===== config.mk =====
export PLATFORM = sky130hd
export DESIGN_NAME = reg8_bank
export DESIGN_NICKNAME = d
export VERILOG_FILES = /design/src/rtl/reg8_bank.sv
export SDC_FILE = /design/constraint.sdc
export NUM_CORES = 1
export LEC_CHECK = 0
export ABC_AREA = 1
export BUFFER_PORTS_ARGS = -buffer_cell sky130_fd_sc_hd__buf_4
export CAP_MARGIN = 30
export CELL_PAD_IN_SITES_DETAIL_PLACEMENT = 1
export CELL_PAD_IN_SITES_GLOBAL_PLACEMENT = 2
export CORE_ASPECT_RATIO = 2
export CORE_MARGIN = 2
export CORE_UTILIZATION = 29
export CTS_CLUSTER_DIAMETER = 40
export CTS_CLUSTER_SIZE = 24
export DETAILED_ROUTE_END_ITERATION = 7
export GPL_TIMING_DRIVEN = 0
export PLACE_DENSITY = 0.88
export SETUP_SLACK_MARGIN = 0.5
export SYNTH_ARGS = -nofsm -noshare
export SYNTH_HDL_FRONTEND = slang
export SYNTH_SLANG_ARGS = --single-unit

===== constraint.sdc =====
create_clock -name clk -period 1.7 [get_ports clk]
set_input_delay 0.34 -clock clk [delete_from_list [all_inputs] [get_ports clk]]
set_output_delay 0.34 -clock clk [all_outputs]
set_load 0.1 [all_outputs]

===== src/rtl/reg8_bank.sv =====
// reg8_bank: 8 x 16-bit register bank feeding Mux8Way16 (q_a..q_h -> a..h, rd_sel -> sel).
// Valid/ready write port, per-word written flags and an 8-cycle sequenced clear engine.
// Optional feature macro: REG8_BYTE_WRITE_EN adds the wr_be byte-enable port.
module reg8_bank #(
    parameter logic [15:0] INIT_VALUE = 16'h0000
) (
    input  logic        clk,
    input  logic        reset,
    input  logic        wr_valid,
    output logic        wr_ready,
    input  logic [2:0]  wr_addr,
    input  logic [15:0] wr_data,
`ifdef REG8_BYTE_WRITE_EN
    input  logic [1:0]  wr_be,
`endif
    input  logic        clr_req,
    output logic        busy,
    input  logic [2:0]  rd_addr,
    output logic [2:0]  rd_sel,
    output logic [15:0] q_a,
    output logic [15:0] q_b,
    output logic [15:0] q_c,
    output logic [15:0] q_d,
    output logic [15:0] q_e,
    output logic [15:0] q_f,
    output logic [15:0] q_g,
    output logic [15:0] q_h,
    output logic [7:0]  written
);

    typedef enum logic {
        IDLE  = 1'b0,
        CLEAR = 1'b1
    } state_t;

    state_t      state;
    state_t      state_next;
    logic [2:0]  clr_cnt;
    logic [15:0] mem [8];
    logic        accept;

    // Next-state and handshake decode; writes are only taken outside a clear.
    always_comb begin
        state_next = state;
        busy       = 1'b0;
        case (state)
            IDLE: begin
                if (clr_req) state_next = CLEAR;
            end
            CLEAR: begin
                busy = 1'b1;
                if (clr_cnt == 3'd7) state_next = IDLE;
            end
            default: state_next = IDLE;
        endcase
        wr_ready = !busy;
    end

    assign accept = wr_valid && wr_ready;

    // State register and clear counter; the counter idles at zero so each clear starts at word 0.
    always_ff @(posedge clk) begin
        if (reset) begin
            state   <= IDLE;
            clr_cnt <= '0;
        end else begin
            state <= state_next;
            if (state == CLEAR) clr_cnt <= clr_cnt + 3'd1;
            else                clr_cnt <= '0;
        end
    end

    // Word storage and written flags: clear engine one word per cycle, otherwise accepted writes.
    always_ff @(posedge clk) begin
        if (reset) begin
            mem     <= '{default: INIT_VALUE};
            written <= '0;
        end else if (state == CLEAR) begin
            mem[clr_cnt]     <= INIT_VALUE;
            written[clr_cnt] <= 1'b0;
        end else if (accept) begin
`ifdef REG8_BYTE_WRITE_EN
            if (wr_be[1]) mem[wr_addr][15:8] <= wr_data[15:8];
            if (wr_be[0]) mem[wr_addr][7:0]  <= wr_data[7:0];
            if (wr_be != 2'b00) written[wr_addr] <= 1'b1;
`else
            mem[wr_addr]     <= wr_data;
            written[wr_addr] <= 1'b1;
`endif
        end
    end

    // Read select register: one-cycle latency into the downstream mux, active during clears too.
    always_ff @(posedge clk) begin
        if (reset) rd_sel <= '0;
        else       rd_sel <= rd_addr;
    end

    assign q_a = mem[0];
    assign q_b = mem[1];
    assign q_c = mem[2];
    assign q_d = mem[3];
    assign q_e = mem[4];
    assign q_f = mem[5];
    assign q_g = mem[6];
    assign q_h = mem[7];

endmodule

# ---- Word level (Yosys, flattened, before mapping)
# Cells that the tools add are included.
dict set report word_totals {
  register_bits 143
  inputBits 26
  word_cells 55
}
dict set report classes {
  addsub 1
  magnitude_cmp 8
  eq_ne 1
  n_mux 17
  bitwise 8
  reduce_logical 8
}
# cell n
set ops {}
lappend ops {{2-to-1 mux 128 bit} 2}
lappend ops {{bitwise AND 128 bit} 1}
lappend ops {{bitwise mux 128 bit} 1}
lappend ops {{NOT 128 bit} 1}
lappend ops {{demux 16 bit (select 3 bit)} 2}
lappend ops {{2-to-1 mux 16 bit} 2}
lappend ops {{2-to-1 mux 8 bit} 2}
lappend ops {{bitwise AND 8 bit} 1}
lappend ops {{greater-or-equal comparator 4 bit, second input constant} 2}
lappend ops {{less-than comparator 3 x 4 -> 1 bit, second input constant} 2}
lappend ops {{less-than comparator 4 x 1 -> 1 bit, second input constant} 2}
lappend ops {{NOT 3 -> 4 bit} 2}
lappend ops {{NOT 8 bit} 1}
lappend ops {{bitwise OR 8 bit} 1}
lappend ops {{demux 1 bit (select 3 bit)} 2}
lappend ops {{greater-or-equal comparator 3 x 1 -> 1 bit, second input constant} 2}
lappend ops {{logical AND 1 bit} 5}
lappend ops {{2-to-1 mux 1 bit} 5}
lappend ops {{adder 3 x 1 -> 3 bit, second input constant} 1}
lappend ops {{== test 3 bit, second input constant} 1}
lappend ops {{one-hot mux 1 bit (2 select lines)} 1}
lappend ops {{nonzero test 2 bit} 1}
lappend ops {{OR reduction 2 bit} 1}
lappend ops {{logical NOT 1 bit} 1}
lappend ops {{NOT 1 bit} 1}

# ---- Longest topological paths before layout
# Gate-level depths: netlist (run 1).
dict set report depth {
  depth_word 8
  depth_mapped 7
  ltp_nobuf 5
}

# ---- Worst setup path before layout (run 1)
# Ideal clock, no wire load.
dict set report synth_timing {
  kind {reg-to-reg}
  from {register state}
  to {register mem (netlist bit q_c[13])}
  setup_ns 0.132
  arrival_ns 2.156
  required_time_ns 1.568
  setup_slack_ns -0.588
  stages_incl_launch_ff 8
  synth_period_minus_slack_ns 2.288
  path_cell_list {dfxtp_1 -> buf_6 -> inv_2 -> nor2_2 -> nand2_1 -> buf_4 -> nand3_1 -> a21oi_1}
}
dict set report synth_via {
  elab_chain_cells 4
  word_cells_on_any_way 5
  classes_between {mux: 2; reduce/logical: 3}
}
# element line_no
set synth_rtl {}
lappend synth_rtl {{start: declaration} 36} ;# state_t state;
lappend synth_rtl {{start signal: assignment} 67} ;# state <= state_next;
lappend synth_rtl {{2-to-1 mux 1 bit} 46} ;# case (state)
lappend synth_rtl {{logical NOT 1 bit} 56} ;# wr_ready = !busy;
lappend synth_rtl {{net wr_ready} 10} ;# output logic wr_ready,
lappend synth_rtl {{logical AND 1 bit} 59} ;# assign accept = wr_valid && wr_ready;
lappend synth_rtl {{nonzero test 2 bit (no source line)} -}
lappend synth_rtl {{end signal: indexed assignment} 87} ;# mem[wr_addr] <= wr_data;
lappend synth_rtl {{end: declaration} 39} ;# logic [15:0] mem [8];
# The timed path passes the listed nets, and every way through them passes these cells.
# A chain may end at the register's enable or synchronous reset.

# ---- Worst setup path in the final report (run 1)
dict set report layout_timing {
  from {register state}
  to {register mem (netlist bit q_g[6])}
}
dict set report layout_via {
  elab_chain_cells 4
  word_cells_on_any_way 5
  classes_between {mux: 2; reduce/logical: 3}
}
# element line_no
set layout_rtl {}
lappend layout_rtl {{2-to-1 mux 1 bit} 46}
lappend layout_rtl {{logical NOT 1 bit} 56}
lappend layout_rtl {{logical AND 1 bit} 59}
lappend layout_rtl {{nonzero test 2 bit (no source line)} -}
# Parallel ways exist; a longest one is shown, timed or not.

==> results of run 1 <==
==> power by group through the flow <==
stage	Clock [uW]	Sequential [uW]	Combinational (uW)
after floorplan	0	3950	379
after global placement	0	3530	1100
after detailed placement	0	3530	1110
after CTS	3640	3460	1560
after global routing	3930	3380	1940
final	3810	3380	1910
==> cell type report <==
class,count,area (um^2),area share
antenna,1,2.50,0.000181
buffer,77,647,0.0469
clock buffer,19,443,0.0321
clock inverter,13,115,0.00834
inverter,22,96.3,0.00698
multi-input combinational,448,4120,0.298
sequential,143,3280,0.238
tap,259,324,0.0235
timing repair buffer,347,4780,0.346
==> logic make-up after synthesis <==
logic type,Yosys count,share of synthesized area
compound gates,140,0.124
flops,143,0.506
simple gates,305,0.281
fa+ha+maj,2,0.00442
buf+inv,99,0.0845
==> final timing paths <==
kind | from | end | cells after the start
max | state$_SDFF_PP0_ | q_g[6]$_SDFFE_PP0P_ | 8
min | rd_addr[1] | rd_sel[1]$_SDFF_PP0_ | 3
max reg2reg | state$_SDFF_PP0_ | q_g[6]$_SDFFE_PP0P_ | 8
min reg2reg | q_c[4]$_SDFFE_PP0P_ | q_c[4]$_SDFFE_PP0P_ | 2
==> per-stage QoR <==
stage / cell area (um^2) / setup WS, ns / setup TNS [ns] / utilization
final: 13800 / 0.0699 / 0 / 0.716
after global routing: 13800 / 0.0266 / 0 / 0.716
after CTS: 11600 / 0.210 / 0 / 0.602
after detailed placement: 7270 / -0.150 / -7.60 / 0.377
after global placement: 7270 / -0.147 / -9.69 / 0.377
after floorplan: 5830 / 0.220 / 0 / -
==> tightest hold or removal path, stage by stage <==
cell                     delay (ns)
sky130_fd_sc_hd__buf_4         0.08
sky130_fd_sc_hd__inv_1         0.03
sky130_fd_sc_hd__nor2_1        0.07
==> flip-flops by register name (all words and copies together), names as in the netlist <==
register,cells
q_a,16
q_b,16
q_c,16
q_d,16
q_e,16
q_f,16
q_g,16
q_h,16
written,8
clr_cnt,3
rd_sel,3
state,1
==> synth_stat cells <==
cell | count | share of area
sky130_fd_sc_hd__nand3_1 | 227 | 0.20
sky130_fd_sc_hd__dfxtp_1 | 143 | 0.51
sky130_fd_sc_hd__a21oi_1 | 137 | 0.12
sky130_fd_sc_hd__buf_2 | 46 | 0.041
sky130_fd_sc_hd__nand4_1 | 32 | 0.035
sky130_fd_sc_hd__clkbuf_1 | 20 | 0.013
sky130_fd_sc_hd__inv_1 | 18 | 0.012
sky130_fd_sc_hd__nand2_1 | 18 | 0.012
sky130_fd_sc_hd__nor2_1 | 11 | 0.0073
sky130_fd_sc_hd__buf_4 | 7 | 0.0093
sky130_fd_sc_hd__nand2_2 | 4 | 0.0044
sky130_fd_sc_hd__buf_6 | 3 | 0.0060
sky130_fd_sc_hd__nand3_2 | 3 | 0.0053
sky130_fd_sc_hd__nor2_2 | 3 | 0.0033
sky130_fd_sc_hd__nor2_4 | 3 | 0.0060
sky130_fd_sc_hd__o21ai_0 | 3 | 0.0027
sky130_fd_sc_hd__clkinv_1 | 2 | 0.0013
sky130_fd_sc_hd__ha_1 | 2 | 0.0044
sky130_fd_sc_hd__inv_2 | 2 | 0.0013
sky130_fd_sc_hd__and2_0 | 1 | 0.0011
sky130_fd_sc_hd__buf_1 | 1 | 0.00066
sky130_fd_sc_hd__nand3_4 | 1 | 0.0031
sky130_fd_sc_hd__nor3_1 | 1 | 0.00088
sky130_fd_sc_hd__nor3_2 | 1 | 0.0018
==> metal layers <==
metal  vias to the layer above  GRT usage
met5                         -          0
met3                       256     0.0615
met2                       508      0.549
met1                      3966      0.319
met4                         0      0.208
li1                       3210          -
==> repair_timing <==
item,4_1_cts,5_1_grt
endpoints found under the hold margin,0,0
cloned,19,1
pin swaps,66,81
buffers inserted,76,103
resized for setup,775,323
setup endpoints to repair,276,277
==> impl_metrics.csv, run 1 <==
group,metric,value,unit
floorplanning,die_w,103,um
worst_setup_path,slowest_stage,"sky130_fd_sc_hd__dfxtp_4",
place,detailedPlacementHpwl,16400,um
drt,avgViaCountPerCell,5.97,
global_route,grt-ovfl-total,0,
clock_network,clock-root-buffer,"sky130_fd_sc_hd__clkbuf_16",
pwr,cell_internal_pwr,6010,uW
layout,layout_commonest_cell,"sky130_fd_sc_hd__buf_12",
pwr,reg_power_frac,0.372,
timing,final_min_period_over_clock_period,0.959,
drt,antenna_violating_nets_post_route,0,
timing,rsz0062_at_grt,"yes",
clock_network,cts_max_path_buffers,2,
drt,route.final.wire_length,42300,um
yosys,synth.net_count,717,
timing,slew_headroom,0.380,
floorplanning,rows,72,
yosys,yosys_warnings,0,
pwr,vdd_ir_drop_max,728,uV
layout,drive_above_1_share,0.829,
clock_network,cts_hold_buf,0,
place,port_buffers,149,
pwr,leakage,0.00488,uW
worst_setup_path,cp_top_family,"buffers and inverters",
floorplanning,ios,167,
global_route,antenna_found_initial,1,
worst_setup_path,worstPathMaxFanout,9,
drt,drc,0,
drt,drt-wirelength-per-cell,31.8,um
timing,worst-slew-pin-transition,0.931,ns
place,placed_cells_incl_taps,1097,
drt,drt_iter0_drc,455,
clock_network,cts.clk_slew.worst_paths,0.07,ns
timing,final_period_minus_worst_setup_slack,1.63,ns
layout,final_nets,1084,
worst_setup_path,most_common_cell_type_on_the_critical_path,"sky130_fd_sc_hd__buf_12",
timing,hold_violations_final,0,
timing,final.hold.worst_slack,0.0927,ns
worst_setup_path,critical_path_buf_inv_count,5,
worst_setup_path,regToRegSetupSlack,0.07,ns
layout,final_cell_mix,"158 x sky130_fd_sc_hd__buf_12, 151 x sky130_fd_sc_hd__buf_4, 108 x sky130_fd_sc_hd__a21oi_2, 103 x sky130_fd_sc_hd__nand3_2, 95 x sky130_fd_sc_hd__dfxtp_4",
floorplanning,dieArea,20700,um^2
clock_network,insertion_delay,0.46,ns
global_route,via_count_of_the_first_global_routing_pass,7676,
pwr,clockPowerShare,0.419,
clock_network,cts-htree-levels,4,
yosys,synth_area,5660,um^2
layout,area_delta_synth_final,144,%
worst_setup_path,timing.critical_path.cells,"buf_12 > inv_12 > buf_12 > buf_4 > nand3_4 > buf_6 > nand3_2 > a21oi_1",
pwr,power.share.combinational,0.210,
clock_network,cts_inserted_buffers,17,
worst_setup_path,crit_path_arrival_time,1.98,ns
floorplanning,floorplan.die.height,202,um
worst_hold_path,hold_class,"in -> reg",
pwr,p_switching,3090,uW
timing,timing.fmax,613,MHz
clock_network,cts_tree,"yes",
layout,finalNonFillerCells,1329,
yosys,post_synth_inst_count,689,
pwr,power.density,659,nW/um^2
worst_setup_path,critPathLaunchType,"flip-flop",
pwr,swShare,0.339,
place,placer_congestion,0.795,
drt,dr_wl_met3,2390,um
timing,skew,0.0101,ns
drt,m1WireLength,13700,um
worst_setup_path,crit_path_end_kind,"flip-flop",
drt,met2_wirelength,21800,um
status,run_status,"finished clean",
clock_network,clock_sink_count,143,
drt,top_layer,"met4",
timing,final_report_max_slew_violation_count,0,
yosys,synth_seq_cells,143,
floorplanning,fp.coreArea,19300,um^2
pwr,total_power,9100,uW
drt,detailroute.via_count,7940,
floorplanning,starting_density_of_the_core,0.293,
yosys,synth.distinct_cells,24,
drt,first_pass_iters,5,
yosys,yosysSeqAreaShare,0.506,
run,drv.max_cap_violation_count,0,
worst_setup_path,required,2.05,ns
yosys,synth.avg_cell_area,8.21,um^2
global_route,global_route_wire_length_before_repair,47700,um
timing,setup-violations-final,0,
global_route,grt.total_usage,0.311,
worst_setup_path,timing_worst_setup_path_type,"reg -> reg",
layout,num-fill-cells,1831,
global_route,grt_max_degree,17,
worst_setup_path,critical_path.max_stage_delay,0.37,ns
(Power assumes the default switching activity.)
==> inputs of run 2 (changes only) <==
--- a/config.mk
+++ b/config.mk
@@ -11,14 +11,13 @@
 export CELL_PAD_IN_SITES_DETAIL_PLACEMENT = 1
 export CELL_PAD_IN_SITES_GLOBAL_PLACEMENT = 2
 export CORE_ASPECT_RATIO = 2
-export CORE_MARGIN = 2
 export CORE_UTILIZATION = 29
 export CTS_CLUSTER_DIAMETER = 40
 export CTS_CLUSTER_SIZE = 24
 export DETAILED_ROUTE_END_ITERATION = 7
 export GPL_TIMING_DRIVEN = 0
 export PLACE_DENSITY = 0.88
-export SETUP_SLACK_MARGIN = 0.5
+export SETUP_SLACK_MARGIN = 0.4
 export SYNTH_ARGS = -nofsm -noshare
 export SYNTH_HDL_FRONTEND = slang
 export SYNTH_SLANG_ARGS = --single-unit
==> run 2 against run 1 <==
Cell count shrank 5.3%. Die area decreased by 2.9%. Setup slack gained 0.037 ns. Fmax up 2.3%. Design area fell by 9.6%. Sequential power about the same. Core utilization down 5.6 points. Clock skew rose by 0.0029 ns. Register-to-register slack improved by 0.04 ns. Sequential share of layout area rose by 2.2 points.
==> impl_metrics.csv, run 2 (same netlist as run 1, synthesis figures left out) <==
group,metric,value,unit
status,run_status,"finished clean",
run,drv.max_cap_violation_count,0,
worst_setup_path,critPathLaunchType,"flip-flop",
place,port_buffers,149,
pwr,p_switching,2960,uW
pwr,power.density,734,nW/um^2
pwr,clockPowerShare,0.448,
layout,stdcell_area,12500,um^2
floorplanning,starting_density_of_the_core,0.299,
pwr,swShare,0.323,
timing,slew_headroom,0.433,
drt,first_pass_iters,5,
worst_setup_path,slowest_stage,"sky130_fd_sc_hd__dfxtp_4",
timing,final_report_max_slew_violation_count,0,
drt,detailroute.via_count,7195,
drt,antenna_violating_nets_post_route,0,
layout,layout_commonest_cell,"sky130_fd_sc_hd__buf_12",
global_route,grt-ovfl-total,0,
clock_network,insertion_delay,0.44,ns
global_route,grt_max_degree,17,
floorplanning,die_w,101,um
layout,num_antenna_cells,0,
layout,area_delta_synth_final,121,%
timing,hold_violations_final,0,
global_route,via_count_of_the_first_global_routing_pass,6949,
timing,skew,0.0130,ns
pwr,reg_power_frac,0.371,
pwr,leakage,0.00442,uW
worst_setup_path,required,1.99,ns
timing,timing.fmax,628,MHz
worst_setup_path,worstPathMaxFanout,6,
pwr,total_power,9160,uW
clock_network,clock_sink_count,143,
layout,layout.core_utilization,0.660,
pwr,power.share.combinational,0.181,
timing,setup-violations-final,0,
clock_network,cts_tree,"yes",
worst_setup_path,crit_path_arrival_time,1.89,ns
clock_network,cts_hold_buf,0,
worst_setup_path,critical_path.max_stage_delay,0.39,ns
global_route,grt.total_usage,0.276,
worst_setup_path,crit_path_end_kind,"flip-flop",
worst_hold_path,hold_class,"in -> reg",
pwr,vdd_ir_drop_max,573,uV
place,placer_congestion,0.784,
worst_setup_path,timing.critical_path.cells,"buf_12 > inv_12 > buf_12 > nor2_4 > buf_12 > nand2_8 > buf_4 > nand3_1 > a21oi_1",
worst_setup_path,most_common_cell_type_on_the_critical_path,"sky130_fd_sc_hd__buf_12",
drt,drt_iter0_drc,343,
global_route,antenna_found_initial,0,
timing,final_period_minus_worst_setup_slack,1.59,ns
global_route,global_route_wire_length_before_repair,40900,um
drt,drc,0,
floorplanning,ios,167,
timing,final.hold.worst_slack,0.130,ns
floorplanning,fp.coreArea,18900,um^2
place,placedInstanceArea,7180,um^2
layout,final_cell_mix,"148 x sky130_fd_sc_hd__buf_12, 123 x sky130_fd_sc_hd__nand3_1, 119 x sky130_fd_sc_hd__buf_4, 83 x sky130_fd_sc_hd__a21oi_2, 78 x sky130_fd_sc_hd__nand3_2",
timing,final_min_period_over_clock_period,0.937,
floorplanning,rows,71,
timing,rsz0062_at_grt,"yes",
layout,final_nets,1018,
clock_network,cts.clk_slew.worst_paths,0.07,ns
layout,drive_above_1_share,0.729,
worst_hold_path,min_delay_path_depth,3,
worst_setup_path,timing_worst_setup_path_type,"reg -> reg",
worst_setup_path,reg2regPathDepth,9,
clock_network,cts-htree-levels,4,
clock_network,clock-root-buffer,"sky130_fd_sc_hd__clkbuf_16",
place,detailedPlacementHpwl,16100,um
floorplanning,dieArea,20100,um^2
drt,route.final.wire_length,36100,um
clock_network,cts_inserted_buffers,17,
timing,worst-slew-pin-transition,0.850,ns
pwr,cell_internal_pwr,6200,uW
clock_network,cts_max_path_buffers,2,
floorplanning,floorplan.die.height,200,um
drt,drt-wirelength-per-cell,28.7,um
drt,avgViaCountPerCell,5.72,
[run 2: cell types whose count changed in the layout (fill, tap and decap cells not counted), sizes merged, moves of 2 or more]
cell	change
clkbuf	+3
bufinv	+2
clkinvlp	-3
buf	-69
[run 2: worst max-delay path, delay by kind of cell, from the launching register on]
kind                   cells  cell delay (ns)
buffers and inverters      5             0.63
AO/OA/AOI/OAI              1             0.09
AND/OR/NAND/NOR            3             0.32
flip-flops                 1             0.39
[run 2: final cells by class]
type | instances | area [um^2]
Fill cell | 1890 | 6440
Timing Repair Buffer | 282 | 4130
Multi-Input combinational cell | 447 | 3520
Sequential cell | 143 | 3230
Buffer | 77 | 569
Clock buffer | 18 | 429
Tap cell | 255 | 319
Clock inverter | 14 | 184
Inverter | 22 | 95.1
[run 2: worst paths after layout]
path	slack, ns	startpoint	to
worst max-delay path	0.11	state$_SDFF_PP0_	q_g[5]$_SDFFE_PP0P_
worst min-delay path	0.13	rd_addr[1]	rd_sel[1]$_SDFF_PP0_
worst max register to register	0.11	state$_SDFF_PP0_	q_g[5]$_SDFFE_PP0P_
worst min register to register	0.49	written[5]$_SDFFE_PP0P_	written[5]$_SDFFE_PP0P_
[run 2: through the flow]
step / setup slack (ns) / TNS (ns) / instances
after floorplan: 0.220 / 0 / 689
after global placement: -0.154 / -12.10 / 1093
after detailed placement: -0.155 / -11.64 / 1093
after CTS: 0.203 / 0 / 1166
after global routing: 0.0771 / 0 / 1258
final: 0.107 / 0 / 1258
[run 2: power groups by stage]
stage               clock network [uW]  logic, uW  registers (uW)
floorplan                            0        371            3950
global placement                     0       1090            3530
detailed placement                   0       1100            3530
CTS                               3970       1340            3470
global route                      4200       1690            3410
finish                            4100       1660            3400
[run 2: repair_timing]
| action | CTS | global route |
|---|---|---|
| buffers inserted | 37 | 85 |
| cloned | 4 | 7 |
| setup endpoints to repair | 265 | 272 |
| endpoints found under the hold margin | 0 | 0 |
| pin swaps | 6 | 63 |
| gates resized for setup | 632 | 317 |
[run 2: routing by layer]
layer,wire length (um),track usage,share of wire
met2,19200,0.514,0.53
met5,0,0,0
met4,2910,0.177,0.081
met1,12000,0.277,0.33
met3,1930,0.0483,0.054
